===== src/rtl/connect4_pkg.sv =====
// Shared Connect Four board geometry, scan enums and the cell index helper.
// Bit index of a cell is row*COLS + col with row 0 at the bottom.
package connect4_pkg;

  localparam int ROWS    = 6;
  localparam int COLS    = 7;
  localparam int CELLS   = ROWS * COLS;
  localparam int WIN_LEN = 4;
  localparam int IDX_W   = 6;

  typedef enum logic [1:0] {
    DIR_H  = 2'd0,
    DIR_V  = 2'd1,
    DIR_UR = 2'd2,
    DIR_UL = 2'd3
  } dir_e;

  typedef enum logic [1:0] {
    S_IDLE = 2'd0,
    S_SCAN = 2'd1,
    S_DONE = 2'd2
  } state_e;

  function automatic logic [IDX_W-1:0] cell_idx(input int row, input int col);
    return IDX_W'(row * COLS + col);
  endfunction

endpackage


===== src/rtl/c4_line_index.sv =====
// Maps a (row, col, direction) scan pair to its WIN_LEN cell indices and
// flags whether the whole line lies on the board (no wrap across rows).
module c4_line_index
  import connect4_pkg::*;
(
  input  logic [2:0]                      row_i,
  input  logic [2:0]                      col_i,
  input  dir_e                            dir_i,
  output logic                            valid_o,
  output logic [WIN_LEN-1:0][IDX_W-1:0]   idx_o
);

  int dr;
  int dc;
  int end_r;
  int end_c;

  // NOTE: every signal driven here gets a default before the case so no latch is inferred.
  always_comb begin
    dr = 0;
    dc = 0;
    case (dir_i)
      DIR_H:  dc = 1;
      DIR_V:  dr = 1;
      DIR_UR: begin dr = 1; dc = 1;  end
      DIR_UL: begin dr = 1; dc = -1; end
      default: ;
    endcase

    end_r   = int'(row_i) + (WIN_LEN - 1) * dr;
    end_c   = int'(col_i) + (WIN_LEN - 1) * dc;
    valid_o = (int'(row_i) < ROWS) && (int'(col_i) < COLS) &&
              (end_r < ROWS) && (end_c >= 0) && (end_c < COLS);

    for (int k = 0; k < WIN_LEN; k++) begin
      idx_o[k] = valid_o ? cell_idx(int'(row_i) + k * dr, int'(col_i) + k * dc)
                         : '0;
    end
  end

endmodule


===== src/rtl/c4_win_detector.sv =====
// Connect Four win/draw detector: snapshots both boards on start, scans one
// (cell, direction) pair per cycle. Optional win mask via C4_WIN_MASK_EN.
module c4_win_detector
  import connect4_pkg::*;
(
  input  logic             clk,
  input  logic             resetn,
  input  logic             start,
  input  logic [CELLS-1:0] red,
  input  logic [CELLS-1:0] blue,
  input  logic [5:0]       boardcount,
  output logic             busy,
  output logic             done,
  output logic             red_win,
  output logic             blue_win,
  output logic             draw,
  output logic [CELLS-1:0] win_mask
);

  localparam logic [2:0] LAST_ROW   = 3'(ROWS - 1);
  localparam logic [2:0] LAST_COL   = 3'(COLS - 1);
  localparam logic [5:0] FULL_COUNT = 6'(CELLS);

  state_e                        state_q, state_d;
  logic [2:0]                    row_q, col_q;
  logic [1:0]                    dir_q;
  logic [CELLS-1:0]              red_snap_q, blue_snap_q;
  logic [5:0]                    count_snap_q;
  logic                          red_found_q, blue_found_q;
  logic                          done_q, red_win_q, blue_win_q, draw_q;

  logic                          line_valid;
  logic [WIN_LEN-1:0][IDX_W-1:0] line_idx;
  logic                          last_pair, red_hit, blue_hit;

  c4_line_index u_line_index (
    .row_i   (row_q),
    .col_i   (col_q),
    .dir_i   (dir_e'(dir_q)),
    .valid_o (line_valid),
    .idx_o   (line_idx)
  );

  assign red_hit  = line_valid &
                    red_snap_q[line_idx[0]]  & red_snap_q[line_idx[1]] &
                    red_snap_q[line_idx[2]]  & red_snap_q[line_idx[3]];
  assign blue_hit = line_valid &
                    blue_snap_q[line_idx[0]] & blue_snap_q[line_idx[1]] &
                    blue_snap_q[line_idx[2]] & blue_snap_q[line_idx[3]];

  assign last_pair = (row_q == LAST_ROW) && (col_q == LAST_COL) && (dir_q == 2'd3);

  always_comb begin
    state_d = state_q;
    case (state_q)
      S_IDLE:  if (start)     state_d = S_SCAN;
      S_SCAN:  if (last_pair) state_d = S_DONE;
      S_DONE:                 state_d = S_IDLE;
      default:                state_d = S_IDLE;
    endcase
  end

  // NOTE: sequential state uses non-blocking assignments so all registers update together.
  always_ff @(posedge clk) begin
    if (!resetn) begin
      // NOTE: the snapshot boards are plain registers, not a memory, so they take reset like the rest.
      state_q      <= S_IDLE;
      row_q        <= '0;
      col_q        <= '0;
      dir_q        <= '0;
      red_snap_q   <= '0;
      blue_snap_q  <= '0;
      count_snap_q <= '0;
      red_found_q  <= 1'b0;
      blue_found_q <= 1'b0;
      done_q       <= 1'b0;
      red_win_q    <= 1'b0;
      blue_win_q   <= 1'b0;
      draw_q       <= 1'b0;
    end else begin
      state_q <= state_d;
      done_q  <= 1'b0;
      case (state_q)
        S_IDLE: if (start) begin
          red_snap_q   <= red;
          blue_snap_q  <= blue;
          count_snap_q <= boardcount;
          row_q        <= '0;
          col_q        <= '0;
          dir_q        <= '0;
          red_found_q  <= 1'b0;
          blue_found_q <= 1'b0;
        end
        S_SCAN: begin
          // Direction runs fastest, then column, then row.
          dir_q <= dir_q + 2'd1;
          if (dir_q == 2'd3) begin
            if (col_q == LAST_COL) begin
              col_q <= '0;
              row_q <= row_q + 3'd1;
            end else begin
              col_q <= col_q + 3'd1;
            end
          end
          if (red_hit)  red_found_q  <= 1'b1;
          if (blue_hit) blue_found_q <= 1'b1;
        end
        S_DONE: begin
          done_q     <= 1'b1;
          red_win_q  <= red_found_q;
          blue_win_q <= blue_found_q;
          draw_q     <= (count_snap_q == FULL_COUNT) && !red_found_q && !blue_found_q;
        end
        default: ;
      endcase
    end
  end

`ifdef C4_WIN_MASK_EN
  logic [CELLS-1:0] line_mask;
  logic [CELLS-1:0] mask_q;

  always_comb begin
    line_mask = '0;
    for (int k = 0; k < WIN_LEN; k++) line_mask[line_idx[k]] = 1'b1;
  end

  // The first run found in scan order is kept; red wins ties at the same pair.
  always_ff @(posedge clk) begin
    if (!resetn) begin
      mask_q <= '0;
    end else if (state_q == S_IDLE && start) begin
      mask_q <= '0;
    end else if (state_q == S_SCAN && mask_q == '0 && (red_hit || blue_hit)) begin
      mask_q <= line_mask;
    end
  end

  assign win_mask = mask_q;
`else
  assign win_mask = '0;
`endif

  assign busy     = (state_q != S_IDLE);
  assign done     = done_q;
  assign red_win  = red_win_q;
  assign blue_win = blue_win_q;
  assign draw     = draw_q;

endmodule


===== config.mk =====
export PLATFORM = sky130hd
export DESIGN_NAME = c4_win_detector
export DESIGN_NICKNAME = d
export VERILOG_FILES = /design/src/rtl/connect4_pkg.sv /design/src/rtl/c4_line_index.sv /design/src/rtl/c4_win_detector.sv
export SDC_FILE = /design/constraint.sdc
export NUM_CORES = 1
export LEC_CHECK = 0
export CAP_MARGIN = 20
export CORE_UTILIZATION = 40
export DETAILED_ROUTE_END_ITERATION = 16
export DONT_BUFFER_PORTS = 1
export SYNTH_ARGS = -nofsm -noshare
export SYNTH_HDL_FRONTEND = slang
export SYNTH_HIERARCHICAL = 1
export SYNTH_SLANG_ARGS = --single-unit

===== constraint.sdc =====
create_clock -name clk -period 7.3 [get_ports clk]
set_clock_uncertainty 0.15 [all_clocks]
set_input_delay 2.19 -clock clk [delete_from_list [all_inputs] [get_ports clk]]
set_output_delay 2.19 -clock clk [all_outputs]
set_load 0.05 [all_outputs]

==> impl_metrics.xml, run 1 <==
<?xml version="1.0" encoding="UTF-8"?>
<metrics>
  <group name="grt">
    <metric name="initial_antenna_violation_count" unit="">0</metric>
    <metric name="pin_count_of_the_biggest_net_entering_global_routing" unit="">107</metric>
    <metric name="grt_overall_usage" unit="">0.201</metric>
    <metric name="first_pass_grt_wire_length" unit="mm">37.8</metric>
    <metric name="first_global_vias" unit="">6918</metric>
    <metric name="grt_remaining_overflow" unit="">0</metric>
  </group>
  <group name="clock_network">
    <metric name="clock_latency_on_the_worst_skew_pair" unit="ns">0.36</metric>
    <metric name="cts.sinks" unit="">106</metric>
    <metric name="clockBufferDepth" unit="">2</metric>
    <metric name="ctsHoldBuffers" unit="">0</metric>
    <metric name="clk_transition_reported_paths" unit="ns">0.08</metric>
    <metric name="cts_root_buffer" unit="">sky130_fd_sc_hd__clkbuf_16</metric>
    <metric name="postCtsResizedCells" unit="">0</metric>
    <metric name="cts_setup_buffers" unit="">0</metric>
    <metric name="cts_made_buffers" unit="">9</metric>
    <metric name="tritoncts" unit="">yes</metric>
    <metric name="cts_max_level" unit="">3</metric>
  </group>
  <group name="final_layout">
    <metric name="fillerInstances" unit="">2382</metric>
    <metric name="final-seq-area" unit="mm2">0.00212</metric>
    <metric name="layout_commonest_cell" unit="">sky130_fd_sc_hd__nand2_1</metric>
    <metric name="drive_gt1_frac" unit="">0.121</metric>
    <metric name="final_net_count" unit="">1179</metric>
    <metric name="multi_input_combinational_cell_area" unit="mm2">0.00661</metric>
    <metric name="n_antenna_cell" unit="">0</metric>
    <metric name="layout_common_cells" unit="">sky130_fd_sc_hd__nand2_1 (196), sky130_fd_sc_hd__dfxtp_1 (106), sky130_fd_sc_hd__a21boi_0 (92)</metric>
    <metric name="syn_to_final_growth" unit="%">3.75</metric>
  </group>
  <group name="outcome">
    <metric name="outcome" unit="">completed</metric>
  </group>
  <group name="logic_synthesis">
    <metric name="async_flop_share" unit="">0</metric>
    <metric name="synth_seq_area_share" unit="">0.222</metric>
    <metric name="netlist_cell_types" unit="">66</metric>
    <metric name="synthesis_stage_register_bit_count" unit="">106</metric>
    <metric name="syn_inst" unit="">1024</metric>
    <metric name="most_frequently_used_flop_master_after_synthesis" unit="">sky130_fd_sc_hd__dfxtp_1</metric>
    <metric name="syn_area" unit="mm2">0.00957</metric>
    <metric name="yosys_warnings" unit="">6</metric>
    <metric name="syn_area_per_cell" unit="um2">9.34</metric>
    <metric name="post_synth_edffs" unit="">0</metric>
  </group>
  <group name="timing">
    <metric name="finalWorstPathRequiredPeriod" unit="ns">6.31</metric>
    <metric name="final_hold_viol_count" unit="">0</metric>
    <metric name="report.final.setup_viol" unit="">0</metric>
    <metric name="layout_worst_path_cycle_share" unit="">0.864</metric>
    <metric name="rsz0062_at_grt" unit="">false</metric>
    <metric name="finalSetupTns" unit="ns">0</metric>
    <metric name="slew_viol_final" unit="">0</metric>
    <metric name="max_freq" unit="GHz">0.158</metric>
    <metric name="worstMarginPinSlew" unit="ns">1.09</metric>
    <metric name="timing.max_slew.rel_slack" unit="">0.269</metric>
  </group>
  <group name="floorplanning">
    <metric name="boundaryPins" unit="">140</metric>
    <metric name="chipHeight" unit="um">157</metric>
    <metric name="placementRows" unit="">56</metric>
    <metric name="floorplan.die.width" unit="um">157</metric>
    <metric name="initial_core_utilization" unit="">0.408</metric>
    <metric name="die-area" unit="mm2">0.0245</metric>
    <metric name="floorplan.core_area" unit="mm2">0.0235</metric>
  </group>
  <group name="route">
    <metric name="final_antenna_net_count" unit="">0</metric>
    <metric name="average_detailed_routed_wire_length_per_instance" unit="um">18.1</metric>
    <metric name="route.detailed.vias_per_inst" unit="">5.41</metric>
    <metric name="routed-wl-met3" unit="mm">1.17</metric>
    <metric name="routed_wirelength" unit="mm">23.8</metric>
    <metric name="met2WireLength" unit="mm">11.6</metric>
    <metric name="detailedRoute.firstIterationViolations" unit="">449</metric>
    <metric name="met1_length" unit="mm">10.1</metric>
    <metric name="drc_errors" unit="">0</metric>
    <metric name="via_count" unit="">7125</metric>
    <metric name="highest_signal_layer" unit="">met4</metric>
    <metric name="first_pass_iters" unit="">5</metric>
  </group>
  <group name="placed_design">
    <metric name="number_of_input_and_output_port_buffers_inserted" unit="">0</metric>
    <metric name="dp_hpwl" unit="mm">17.8</metric>
    <metric name="gp_congestion" unit="">0.946</metric>
  </group>
  <group name="setup_path">
    <metric name="critical_path_peak_fanout" unit="">24</metric>
    <metric name="timing.critical_path.to_type" unit="">flop</metric>
    <metric name="worst-endpoint-required" unit="ns">7.43</metric>
    <metric name="cp.arrival" unit="ns">6.44</metric>
    <metric name="start_kind" unit="">flop</metric>
    <metric name="ff2ff_path_depth" unit="">17</metric>
    <metric name="critPathKind" unit="">reg -&gt; reg</metric>
  </group>
  <group name="job">
    <metric name="max-cap-violations" unit="">0</metric>
  </group>
  <group name="pwr">
    <metric name="fin_total_pwr" unit="W">0.00199</metric>
    <metric name="power_density" unit="mW/mm2">201</metric>
    <metric name="static-leakage-power" unit="nW">4.13</metric>
    <metric name="vdd.ir_drop.worst" unit="mV">0.147</metric>
  </group>
  <group name="min_path">
    <metric name="worst_hold_path.num_cells" unit="">2</metric>
    <metric name="worst_min_delay_path_class" unit="">reg -&gt; reg</metric>
  </group>
</metrics>
==> routing by layer <==
| layer | vias to the layer above | global-route usage |
|---|---|---|
| met5 | - | 0 |
| li1 | 3436 | - |
| met4 | 0 | 0.100 |
| met2 | 228 | 0.340 |
| met1 | 3404 | 0.251 |
| met3 | 57 | 0.0277 |
==> final cells by class <==
| type | instances | area share |
|---|---|---|
| multi-input combinational | 767 | 0.666 |
| sequential | 106 | 0.214 |
| tap | 319 | 0.0402 |
| inverter | 87 | 0.0329 |
| clock buffer | 9 | 0.0227 |
| timing repair buffer | 21 | 0.0159 |
| clock inverter | 7 | 0.00844 |
==> critical path: stages (launching register included) <==
cell                       delay [ns]
sky130_fd_sc_hd__dfxtp_1         0.43
sky130_fd_sc_hd__and2_1          0.63
sky130_fd_sc_hd__ha_1            0.36
sky130_fd_sc_hd__inv_1           0.10
sky130_fd_sc_hd__ha_1            0.23
sky130_fd_sc_hd__a21o_1          0.15
sky130_fd_sc_hd__a21oi_1         0.22
sky130_fd_sc_hd__nand2b_1        0.16
sky130_fd_sc_hd__ha_1            0.14
sky130_fd_sc_hd__or4b_4          0.47
sky130_fd_sc_hd__a21oi_4         0.15
sky130_fd_sc_hd__nand4_4         0.41
sky130_fd_sc_hd__nor2_1          0.99
sky130_fd_sc_hd__or3b_1          0.53
sky130_fd_sc_hd__or3_1           0.38
sky130_fd_sc_hd__a311oi_1        0.32
sky130_fd_sc_hd__o211ai_1        0.14
sky130_fd_sc_hd__o31ai_1         0.25
==> synth_stat cells, types with 5 or more instances <==
master / n / area (um2)
sky130_fd_sc_hd__fa_1: 30 / 601
sky130_fd_sc_hd__nand2_1: 197 / 739
sky130_fd_sc_hd__a21o_1: 6 / 45.0
sky130_fd_sc_hd__nor2b_1: 19 / 119
sky130_fd_sc_hd__mux4_1: 20 / 526
sky130_fd_sc_hd__buf_2: 11 / 55.1
sky130_fd_sc_hd__nor2_1: 32 / 120
sky130_fd_sc_hd__a21boi_0: 92 / 691
sky130_fd_sc_hd__nand3_1: 9 / 45.0
sky130_fd_sc_hd__ha_1: 64 / 801
sky130_fd_sc_hd__mux2_2: 17 / 191
sky130_fd_sc_hd__mux2i_1: 29 / 290
sky130_fd_sc_hd__buf_6: 7 / 78.8
sky130_fd_sc_hd__a311oi_1: 5 / 43.8
sky130_fd_sc_hd__o21ai_0: 10 / 50.1
sky130_fd_sc_hd__xor2_1: 5 / 43.8
sky130_fd_sc_hd__o22ai_1: 9 / 56.3
sky130_fd_sc_hd__and2_1: 5 / 31.3
sky130_fd_sc_hd__a21oi_1: 17 / 85.1
sky130_fd_sc_hd__buf_4: 49 / 368
sky130_fd_sc_hd__inv_1: 86 / 323
sky130_fd_sc_hd__clkbuf_1: 35 / 131
sky130_fd_sc_hd__nand2b_1: 12 / 75.1
sky130_fd_sc_hd__nor2_2: 7 / 43.8
sky130_fd_sc_hd__o31ai_1: 5 / 37.5
sky130_fd_sc_hd__xnor2_1: 11 / 96.3
sky130_fd_sc_hd__nor3_1: 15 / 75.1
sky130_fd_sc_hd__mux4_2: 48 / 1080
sky130_fd_sc_hd__dfxtp_1: 106 / 2120
==> where the power goes <==
| part | total (W) | leakage (nW) | switching [W] | internal [W] |
|---|---|---|---|---|
| clock network | 0.000513 | 0.149 | 0.000240 | 0.000273 |
| registers | 0.000652 | 0.869 | 0.0000425 | 0.000610 |
| logic | 0.000826 | 3.11 | 0.000483 | 0.000342 |
| total | 0.00199 | 4.13 | 0.000766 | 0.00123 |
==> registers in the layout (all words and copies together), names as in the netlist <==
register and cells:
state_q 2, col_q 3, dir_q 2, count_snap_q 6, red_snap_q 42, blue_found_q 1
red_win 1, red_found_q 1, done 1, row_q 3, blue_win 1, blue_snap_q 42
draw 1
==> path summary, 6_finish.rpt <==
kind | slack (ns) | end | from
worst min register to register | 0.31 | count_snap_q[3] | count_snap_q[3]
worst max register to register | 0.99 | red_found_q | dir_q[0]
worst max-delay path | 0.99 | red_found_q | dir_q[0]
worst min-delay path | 0.31 | count_snap_q[3] | count_snap_q[3]
==> metrics by stage <==
stage / area, um2 / setup WS, ns / cells / hold WS, ns / util
after floorplan: 9720 / 1.92 / 1065 / 0.288 / -
after global placement: 9620 / 1.20 / 1300 / 0.297 / 0.410
after detailed placement: 9620 / 1.07 / 1300 / 0.306 / 0.410
after CTS: 9930 / 1.03 / 1316 / 0.316 / 0.423
after global routing: 9930 / 0.602 / 1316 / 0.336 / 0.423
final: 9930 / 0.990 / 1316 / 0.312 / 0.423
==> cell families (layout without fill, tap and decap cells) <==
| logic type | Yosys count | count (layout) | synth area share |
|---|---|---|---|
| other | 1 | 42 | 0.000392 |
| buffers and inverters | 192 | 124 | 0.106 |
| xor gates and xnor gates | 18 | 18 | 0.0194 |
| DFF | 106 | 106 | 0.222 |
| muxes | 114 | 114 | 0.218 |
| adders and majority gates | 94 | 94 | 0.146 |
| and+or+nand+nor | 324 | 324 | 0.156 |
| AOI/OAI and AO/OA | 175 | 175 | 0.132 |
Note: power is estimated with default switching activity, not from simulation.
==> run 2: changes to the inputs <==
--- a/config.mk
+++ b/config.mk
@@ -5,7 +5,7 @@
 export SDC_FILE = /design/constraint.sdc
 export NUM_CORES = 1
 export LEC_CHECK = 0
-export CAP_MARGIN = 20
+export CORE_MARGIN = 3
 export CORE_UTILIZATION = 40
 export DETAILED_ROUTE_END_ITERATION = 16
 export DONT_BUFFER_PORTS = 1
==> impl_metrics.xml, run 2 (synthesis gave the netlist of run 1 again) <==
<?xml version="1.0" encoding="UTF-8"?>
<metrics>
  <group name="outcome">
    <metric name="outcome" unit="">completed</metric>
  </group>
  <group name="job">
    <metric name="max-cap-violations" unit="">0</metric>
  </group>
  <group name="pwr">
    <metric name="power_density" unit="mW/mm2">201</metric>
    <metric name="vdd.ir_drop.worst" unit="mV">0.111</metric>
    <metric name="static-leakage-power" unit="nW">4.11</metric>
    <metric name="fin_total_pwr" unit="W">0.00199</metric>
  </group>
  <group name="clock_network">
    <metric name="cts_root_buffer" unit="">sky130_fd_sc_hd__clkbuf_16</metric>
    <metric name="cts.sinks" unit="">106</metric>
    <metric name="tritoncts" unit="">yes</metric>
    <metric name="cts_made_buffers" unit="">9</metric>
    <metric name="postCtsResizedCells" unit="">0</metric>
    <metric name="clk_transition_reported_paths" unit="ns">0.08</metric>
    <metric name="cts_max_level" unit="">3</metric>
    <metric name="ctsHoldBuffers" unit="">0</metric>
    <metric name="clockBufferDepth" unit="">2</metric>
    <metric name="cts_setup_buffers" unit="">0</metric>
    <metric name="clock_latency_on_the_worst_skew_pair" unit="ns">0.37</metric>
  </group>
  <group name="grt">
    <metric name="grt_overall_usage" unit="">0.188</metric>
    <metric name="initial_antenna_violation_count" unit="">0</metric>
    <metric name="grt_remaining_overflow" unit="">0</metric>
    <metric name="first_global_vias" unit="">7007</metric>
    <metric name="first_pass_grt_wire_length" unit="mm">38.8</metric>
    <metric name="pin_count_of_the_biggest_net_entering_global_routing" unit="">107</metric>
  </group>
  <group name="setup_path">
    <metric name="timing.critical_path.to_type" unit="">flop</metric>
    <metric name="path_delay_family" unit="">adder cells</metric>
    <metric name="reg2reg_setup_slack" unit="ns">1.24</metric>
    <metric name="timing.critical_path.to" unit="">red_found_q</metric>
    <metric name="path_depth" unit="">20</metric>
    <metric name="path_cells" unit="">or2_2, ha_1, ha_1, xor2_1, inv_1, fa_1, inv_1, ha_1, inv_1, fa_1, inv_1, ha_1, fa_1, inv_1, nor2_1, or3b_1, or3_1, a311oi_1, o211ai_1, o31ai_1</metric>
    <metric name="timing.critical_path.from" unit="">dir_q[0]</metric>
    <metric name="path_buf_inv" unit="">5</metric>
    <metric name="cp.arrival" unit="ns">6.19</metric>
    <metric name="ff2ff_path_depth" unit="">20</metric>
    <metric name="cpPeakStageDelay" unit="ns">0.72</metric>
    <metric name="worst_path_max_delay_cell" unit="">sky130_fd_sc_hd__nor2_1</metric>
    <metric name="critical_path_peak_fanout" unit="">13</metric>
    <metric name="worst_r2r_startpoint" unit="">dir_q[0]</metric>
    <metric name="critical-path-top-cell-by-count" unit="">sky130_fd_sc_hd__inv_1</metric>
    <metric name="start_kind" unit="">flop</metric>
    <metric name="worstReg2RegEnd" unit="">red_found_q</metric>
    <metric name="critPathKind" unit="">reg -&gt; reg</metric>
    <metric name="worst-endpoint-required" unit="ns">7.43</metric>
  </group>
  <group name="placed_design">
    <metric name="dp_hpwl" unit="mm">17.9</metric>
    <metric name="number_of_input_and_output_port_buffers_inserted" unit="">0</metric>
    <metric name="place_area" unit="mm2">0.00960</metric>
    <metric name="gp_congestion" unit="">0.943</metric>
  </group>
  <group name="timing">
    <metric name="layout_worst_path_cycle_share" unit="">0.830</metric>
    <metric name="finalWorstPathRequiredPeriod" unit="ns">6.06</metric>
    <metric name="max_freq" unit="GHz">0.165</metric>
    <metric name="timing.max_slew.rel_slack" unit="">0.237</metric>
    <metric name="rsz0062_at_grt" unit="">false</metric>
    <metric name="slew_viol_final" unit="">0</metric>
    <metric name="final_hold_viol_count" unit="">0</metric>
    <metric name="worstMarginPinSlew" unit="ns">1.14</metric>
    <metric name="report.final.setup_viol" unit="">0</metric>
    <metric name="finalSetupTns" unit="ns">0</metric>
  </group>
  <group name="route">
    <metric name="drc_errors" unit="">0</metric>
    <metric name="average_detailed_routed_wire_length_per_instance" unit="um">18.2</metric>
    <metric name="detailedRoute.firstIterationViolations" unit="">500</metric>
    <metric name="via_count" unit="">7090</metric>
    <metric name="final_antenna_net_count" unit="">0</metric>
    <metric name="route.detailed.vias_per_inst" unit="">5.42</metric>
    <metric name="routed_wirelength" unit="mm">23.8</metric>
    <metric name="first_pass_iters" unit="">5</metric>
  </group>
  <group name="final_layout">
    <metric name="syn_to_final_growth" unit="%">3.61</metric>
    <metric name="fillerInstances" unit="">2275</metric>
    <metric name="n_antenna_cell" unit="">0</metric>
    <metric name="final_net_count" unit="">1176</metric>
    <metric name="layout_commonest_cell" unit="">sky130_fd_sc_hd__nand2_1</metric>
    <metric name="final-seq-area" unit="mm2">0.00212</metric>
    <metric name="finish.instance_area" unit="mm2">0.00991</metric>
    <metric name="layout_common_cells" unit="">sky130_fd_sc_hd__nand2_1 (196), sky130_fd_sc_hd__dfxtp_1 (106), sky130_fd_sc_hd__a21boi_0 (92)</metric>
    <metric name="fin_util" unit="">0.430</metric>
    <metric name="reg.largest.list" unit="">blue_snap_q x42, red_snap_q x42, count_snap_q x6</metric>
    <metric name="drive_gt1_frac" unit="">0.119</metric>
    <metric name="multi_input_combinational_cell_area" unit="mm2">0.00661</metric>
  </group>
  <group name="floorplanning">
    <metric name="boundaryPins" unit="">140</metric>
    <metric name="die-area" unit="mm2">0.0258</metric>
    <metric name="floorplan.core_area" unit="mm2">0.0231</metric>
    <metric name="floorplan.die.width" unit="um">161</metric>
    <metric name="placementRows" unit="">55</metric>
    <metric name="initial_core_utilization" unit="">0.415</metric>
    <metric name="chipHeight" unit="um">161</metric>
  </group>
  <group name="min_path">
    <metric name="worst_min_delay_path_class" unit="">reg -&gt; reg</metric>
  </group>
</metrics>
run 2: changes by cell type in the layout (fill, tap and decap cells not counted):
cell,delta
sky130_fd_sc_hd__clkinvlp_4,+1
sky130_fd_sc_hd__clkbuf_8,+1
sky130_fd_sc_hd__inv_6,-2
sky130_fd_sc_hd__buf_12,+1
sky130_fd_sc_hd__buf_4,-4
run 2: worst min-delay path, stage by stage, from the launching register on:
cell	delay, ns
sky130_fd_sc_hd__dfxtp_1	0.31
sky130_fd_sc_hd__nand2_1	0.05
sky130_fd_sc_hd__a21boi_0	0.06
run 2: cell type report:
type | count | area share
clock inverters | 6 | 0.00745
clock buffers | 10 | 0.0241
inverters | 87 | 0.0329
multi-input cells | 767 | 0.667
repair buffers | 18 | 0.0149
flip-flops and latches | 106 | 0.214
well taps | 313 | 0.0395
run 2: per-stage QoR:
stage,hold slack (ns),setup slack [ns],std cells
floorplan,0.288,1.92,1065
global placement,0.300,1.42,1291
detailed placement,0.303,1.32,1291
CTS,0.313,1.28,1307
global route,0.329,0.881,1307
finish,0.316,1.24,1307
run 2: layer usage:
| layer | vias up | GRT usage | part of all wire |
|---|---|---|---|
| li1 | 3429 | - | - |
| met5 | - | 0 | 0 |
| met3 | 34 | 0.0307 | 0.047 |
| met4 | 0 | 0.0675 | 0.024 |
| met1 | 3402 | 0.240 | 0.43 |
| met2 | 225 | 0.323 | 0.50 |
run 2: where the power goes:
group          switching, W  leakage [nW]  internal (W)
registers         0.0000402         0.869      0.000610
logic              0.000482          3.10      0.000338
clock network      0.000243         0.147      0.000280
total              0.000765          4.11       0.00123
run 2: worst min-delay path by stage:
| stage | startpoint | endpoint | slack (ns) | cells past startpoint |
|---|---|---|---|---|
| after CTS | count_snap_q[1] | count_snap_q[1] | 0.31 | 2 |
| after global routing | count_snap_q[0] | count_snap_q[0] | 0.33 | 2 |
| after detailed placement | count_snap_q[1] | count_snap_q[1] | 0.30 | 2 |
| after floorplan | count_snap_q[1] | count_snap_q[1] | 0.29 | 2 |
| after global placement | count_snap_q[5] | count_snap_q[5] | 0.30 | 2 |
| final | count_snap_q[1] | count_snap_q[1] | 0.32 | 2 |
==> run 3: changes to the inputs <==
==> constraint.sdc (replaced) <==
create_clock -name clk -period 5.28 [get_ports clk]
set_clock_uncertainty 0.15 [all_clocks]
set_input_delay 1.584 -clock clk [delete_from_list [all_inputs] [get_ports clk]]
set_output_delay 1.584 -clock clk [all_outputs]
set_load 0.05 [all_outputs]
==> impl_metrics.xml, run 3 (synthesis gave the netlist of run 1 again) <==
<?xml version="1.0" encoding="UTF-8"?>
<metrics>
  <group name="final_layout">
    <metric name="n_antenna_cell" unit="">0</metric>
    <metric name="drive_gt1_frac" unit="">0.194</metric>
    <metric name="reg.largest.list" unit="">blue_snap_q x42, red_snap_q x42, count_snap_q x6</metric>
    <metric name="fillerInstances" unit="">2255</metric>
    <metric name="layout_commonest_cell" unit="">sky130_fd_sc_hd__nand2_1</metric>
    <metric name="syn_to_final_growth" unit="%">10.0</metric>
    <metric name="layout_common_cells" unit="">sky130_fd_sc_hd__nand2_1 (196), sky130_fd_sc_hd__dfxtp_1 (104), sky130_fd_sc_hd__a21boi_0 (92)</metric>
    <metric name="final_net_count" unit="">1231</metric>
  </group>
  <group name="setup_path">
    <metric name="worst_r2r_startpoint" unit="">dir_q[1]</metric>
    <metric name="start_kind" unit="">flop</metric>
    <metric name="cp.arrival" unit="ns">5.34</metric>
    <metric name="timing.critical_path.to_type" unit="">flop</metric>
    <metric name="critPathKind" unit="">reg -&gt; reg</metric>
    <metric name="worst-endpoint-required" unit="ns">5.41</metric>
    <metric name="timing.critical_path.from" unit="">dir_q[1]</metric>
    <metric name="critical_path_peak_fanout" unit="">4</metric>
  </group>
  <group name="placed_design">
    <metric name="dp_hpwl" unit="mm">19.2</metric>
    <metric name="gp_congestion" unit="">0.935</metric>
    <metric name="number_of_input_and_output_port_buffers_inserted" unit="">0</metric>
    <metric name="post-place-ws" unit="ns">-0.103</metric>
  </group>
  <group name="floorplanning">
    <metric name="chipHeight" unit="um">161</metric>
    <metric name="initial_core_utilization" unit="">0.415</metric>
    <metric name="die-area" unit="mm2">0.0258</metric>
    <metric name="boundaryPins" unit="">140</metric>
    <metric name="floorplan.core_area" unit="mm2">0.0231</metric>
    <metric name="floorplan.die.width" unit="um">161</metric>
    <metric name="placementRows" unit="">55</metric>
  </group>
  <group name="timing">
    <metric name="setup_slack" unit="ns">0.0742</metric>
    <metric name="worstMarginPinSlew" unit="ns">1.05</metric>
    <metric name="timing.max_slew.rel_slack" unit="">0.303</metric>
    <metric name="slew_viol_final" unit="">0</metric>
    <metric name="rsz0062_at_grt" unit="">true</metric>
    <metric name="finalWorstPathRequiredPeriod" unit="ns">5.21</metric>
    <metric name="layout_worst_path_cycle_share" unit="">0.986</metric>
    <metric name="max_freq" unit="GHz">0.192</metric>
    <metric name="finalSetupTns" unit="ns">0</metric>
    <metric name="report.final.setup_viol" unit="">0</metric>
    <metric name="final_hold_viol_count" unit="">0</metric>
  </group>
  <group name="pwr">
    <metric name="vdd.ir_drop.worst" unit="mV">0.177</metric>
    <metric name="static-leakage-power" unit="nW">4.40</metric>
    <metric name="power_density" unit="mW/mm2">274</metric>
  </group>
  <group name="clock_network">
    <metric name="cts_made_buffers" unit="">9</metric>
    <metric name="cts_root_buffer" unit="">sky130_fd_sc_hd__clkbuf_16</metric>
    <metric name="clk_transition_reported_paths" unit="ns">0.08</metric>
    <metric name="clockBufferDepth" unit="">2</metric>
    <metric name="tritoncts" unit="">yes</metric>
    <metric name="ctsHoldBuffers" unit="">0</metric>
    <metric name="cts.sinks" unit="">106</metric>
    <metric name="clock_latency_on_the_worst_skew_pair" unit="ns">0.37</metric>
    <metric name="cts_max_level" unit="">3</metric>
  </group>
  <group name="route">
    <metric name="detailedRoute.firstIterationViolations" unit="">533</metric>
    <metric name="route.detailed.vias_per_inst" unit="">5.40</metric>
    <metric name="average_detailed_routed_wire_length_per_instance" unit="um">18.6</metric>
    <metric name="drc_errors" unit="">0</metric>
    <metric name="routed_wirelength" unit="mm">25.4</metric>
    <metric name="first_pass_iters" unit="">5</metric>
    <metric name="via_count" unit="">7354</metric>
    <metric name="final_antenna_net_count" unit="">0</metric>
  </group>
  <group name="grt">
    <metric name="grt_remaining_overflow" unit="">0</metric>
    <metric name="first_pass_grt_wire_length" unit="mm">41.1</metric>
    <metric name="initial_antenna_violation_count" unit="">0</metric>
    <metric name="pin_count_of_the_biggest_net_entering_global_routing" unit="">107</metric>
    <metric name="grt_overall_usage" unit="">0.199</metric>
    <metric name="first_global_vias" unit="">7443</metric>
  </group>
  <group name="min_path">
    <metric name="worst_min_delay_path_class" unit="">reg -&gt; reg</metric>
    <metric name="min-delay-start" unit="">count_snap_q[1]</metric>
  </group>
  <group name="job">
    <metric name="max-cap-violations" unit="">0</metric>
  </group>
  <group name="outcome">
    <metric name="outcome" unit="">completed</metric>
  </group>
</metrics>
## run 3: cell count changes in the layout (fill, tap and decap cells not counted), sizes merged
cell	delta
clkbuf	-1
buf	+55
clkinvlp	-2
clkinv	+4
bufinv	-1
## run 3: layout make-up
cell class,instances,area (um2),share of cell area
Multi-Input combinational cell,767,6770,0.643
Sequential cell,106,2120,0.202
Timing Repair Buffer,73,639,0.0607
Tap cell,313,392,0.0372
Inverter,87,327,0.0310
Clock buffer,9,225,0.0214
Clock inverter,7,53.8,0.00511
## run 3: where the power goes
group	internal, W	switching (W)	leakage [nW]
logic	0.000595	0.000725	3.39
clock network	0.000325	0.000338	0.140
registers	0.000843	0.0000537	0.870
total	0.00176	0.00112	4.40
## run 3: path summary, 6_finish.rpt
path | to | slack, ns | cells after the start
worst max register to register | red_found_q | 0.07 | 20
worst min-delay path | count_snap_q[1] | 0.31 | 2
worst min register to register | count_snap_q[1] | 0.31 | 2
worst max-delay path | red_found_q | 0.07 | 20
## run 3: worst max-delay path, cell delays in order, from the launching register on
cell and delay [ns]:
sky130_fd_sc_hd__dfxtp_2 0.33, sky130_fd_sc_hd__or2_4 0.27, sky130_fd_sc_hd__ha_4 0.17, sky130_fd_sc_hd__ha_2 0.18
sky130_fd_sc_hd__xor2_2 0.20, sky130_fd_sc_hd__inv_2 0.07, sky130_fd_sc_hd__fa_1 0.56, sky130_fd_sc_hd__inv_2 0.05
sky130_fd_sc_hd__ha_4 0.25, sky130_fd_sc_hd__inv_2 0.03, sky130_fd_sc_hd__fa_1 0.52, sky130_fd_sc_hd__inv_1 0.04
sky130_fd_sc_hd__ha_2 0.18, sky130_fd_sc_hd__fa_1 0.48, sky130_fd_sc_hd__inv_1 0.05, sky130_fd_sc_hd__nor2_2 0.10
sky130_fd_sc_hd__or3b_4 0.42, sky130_fd_sc_hd__or3_4 0.37, sky130_fd_sc_hd__a311oi_2 0.31, sky130_fd_sc_hd__o211ai_1 0.14
sky130_fd_sc_hd__o31ai_1 0.23
## run 3: layer usage
metal | global-route usage | wire (um) | share of wire
met1 | 0.255 | 10800 | 0.43
met2 | 0.347 | 12700 | 0.50
met3 | 0.0279 | 1140 | 0.045
met4 | 0.0655 | 679 | 0.027
met5 | 0 | 0 | 0
## run 3: what timing repair did
item                                    4_1_cts  5_1_grt
pin swaps                                     6       16
gates resized for setup                       7       31
gates cloned                                  0        0
buffers inserted                              0        7
endpoints found under the setup margin        2        2
## run 3: per-stage QoR
| step | instances | power, W | util | hold WS (ns) | instance area [um2] |
|---|---|---|---|---|---|
| 3_3_place_gp | 1339 | 0.00215 | 0.436 | 0.301 | 10000 |
| 6_report | 1362 | 0.00288 | 0.457 | 0.314 | 10500 |
| 2_1_floorplan | 1065 | 0.00182 | - | 0.288 | 9730 |
| 3_5_place_dp | 1339 | 0.00215 | 0.436 | 0.306 | 10000 |
| 4_1_cts | 1355 | 0.00283 | 0.449 | 0.316 | 10300 |
| 5_1_grt | 1362 | 0.00304 | 0.457 | 0.334 | 10500 |
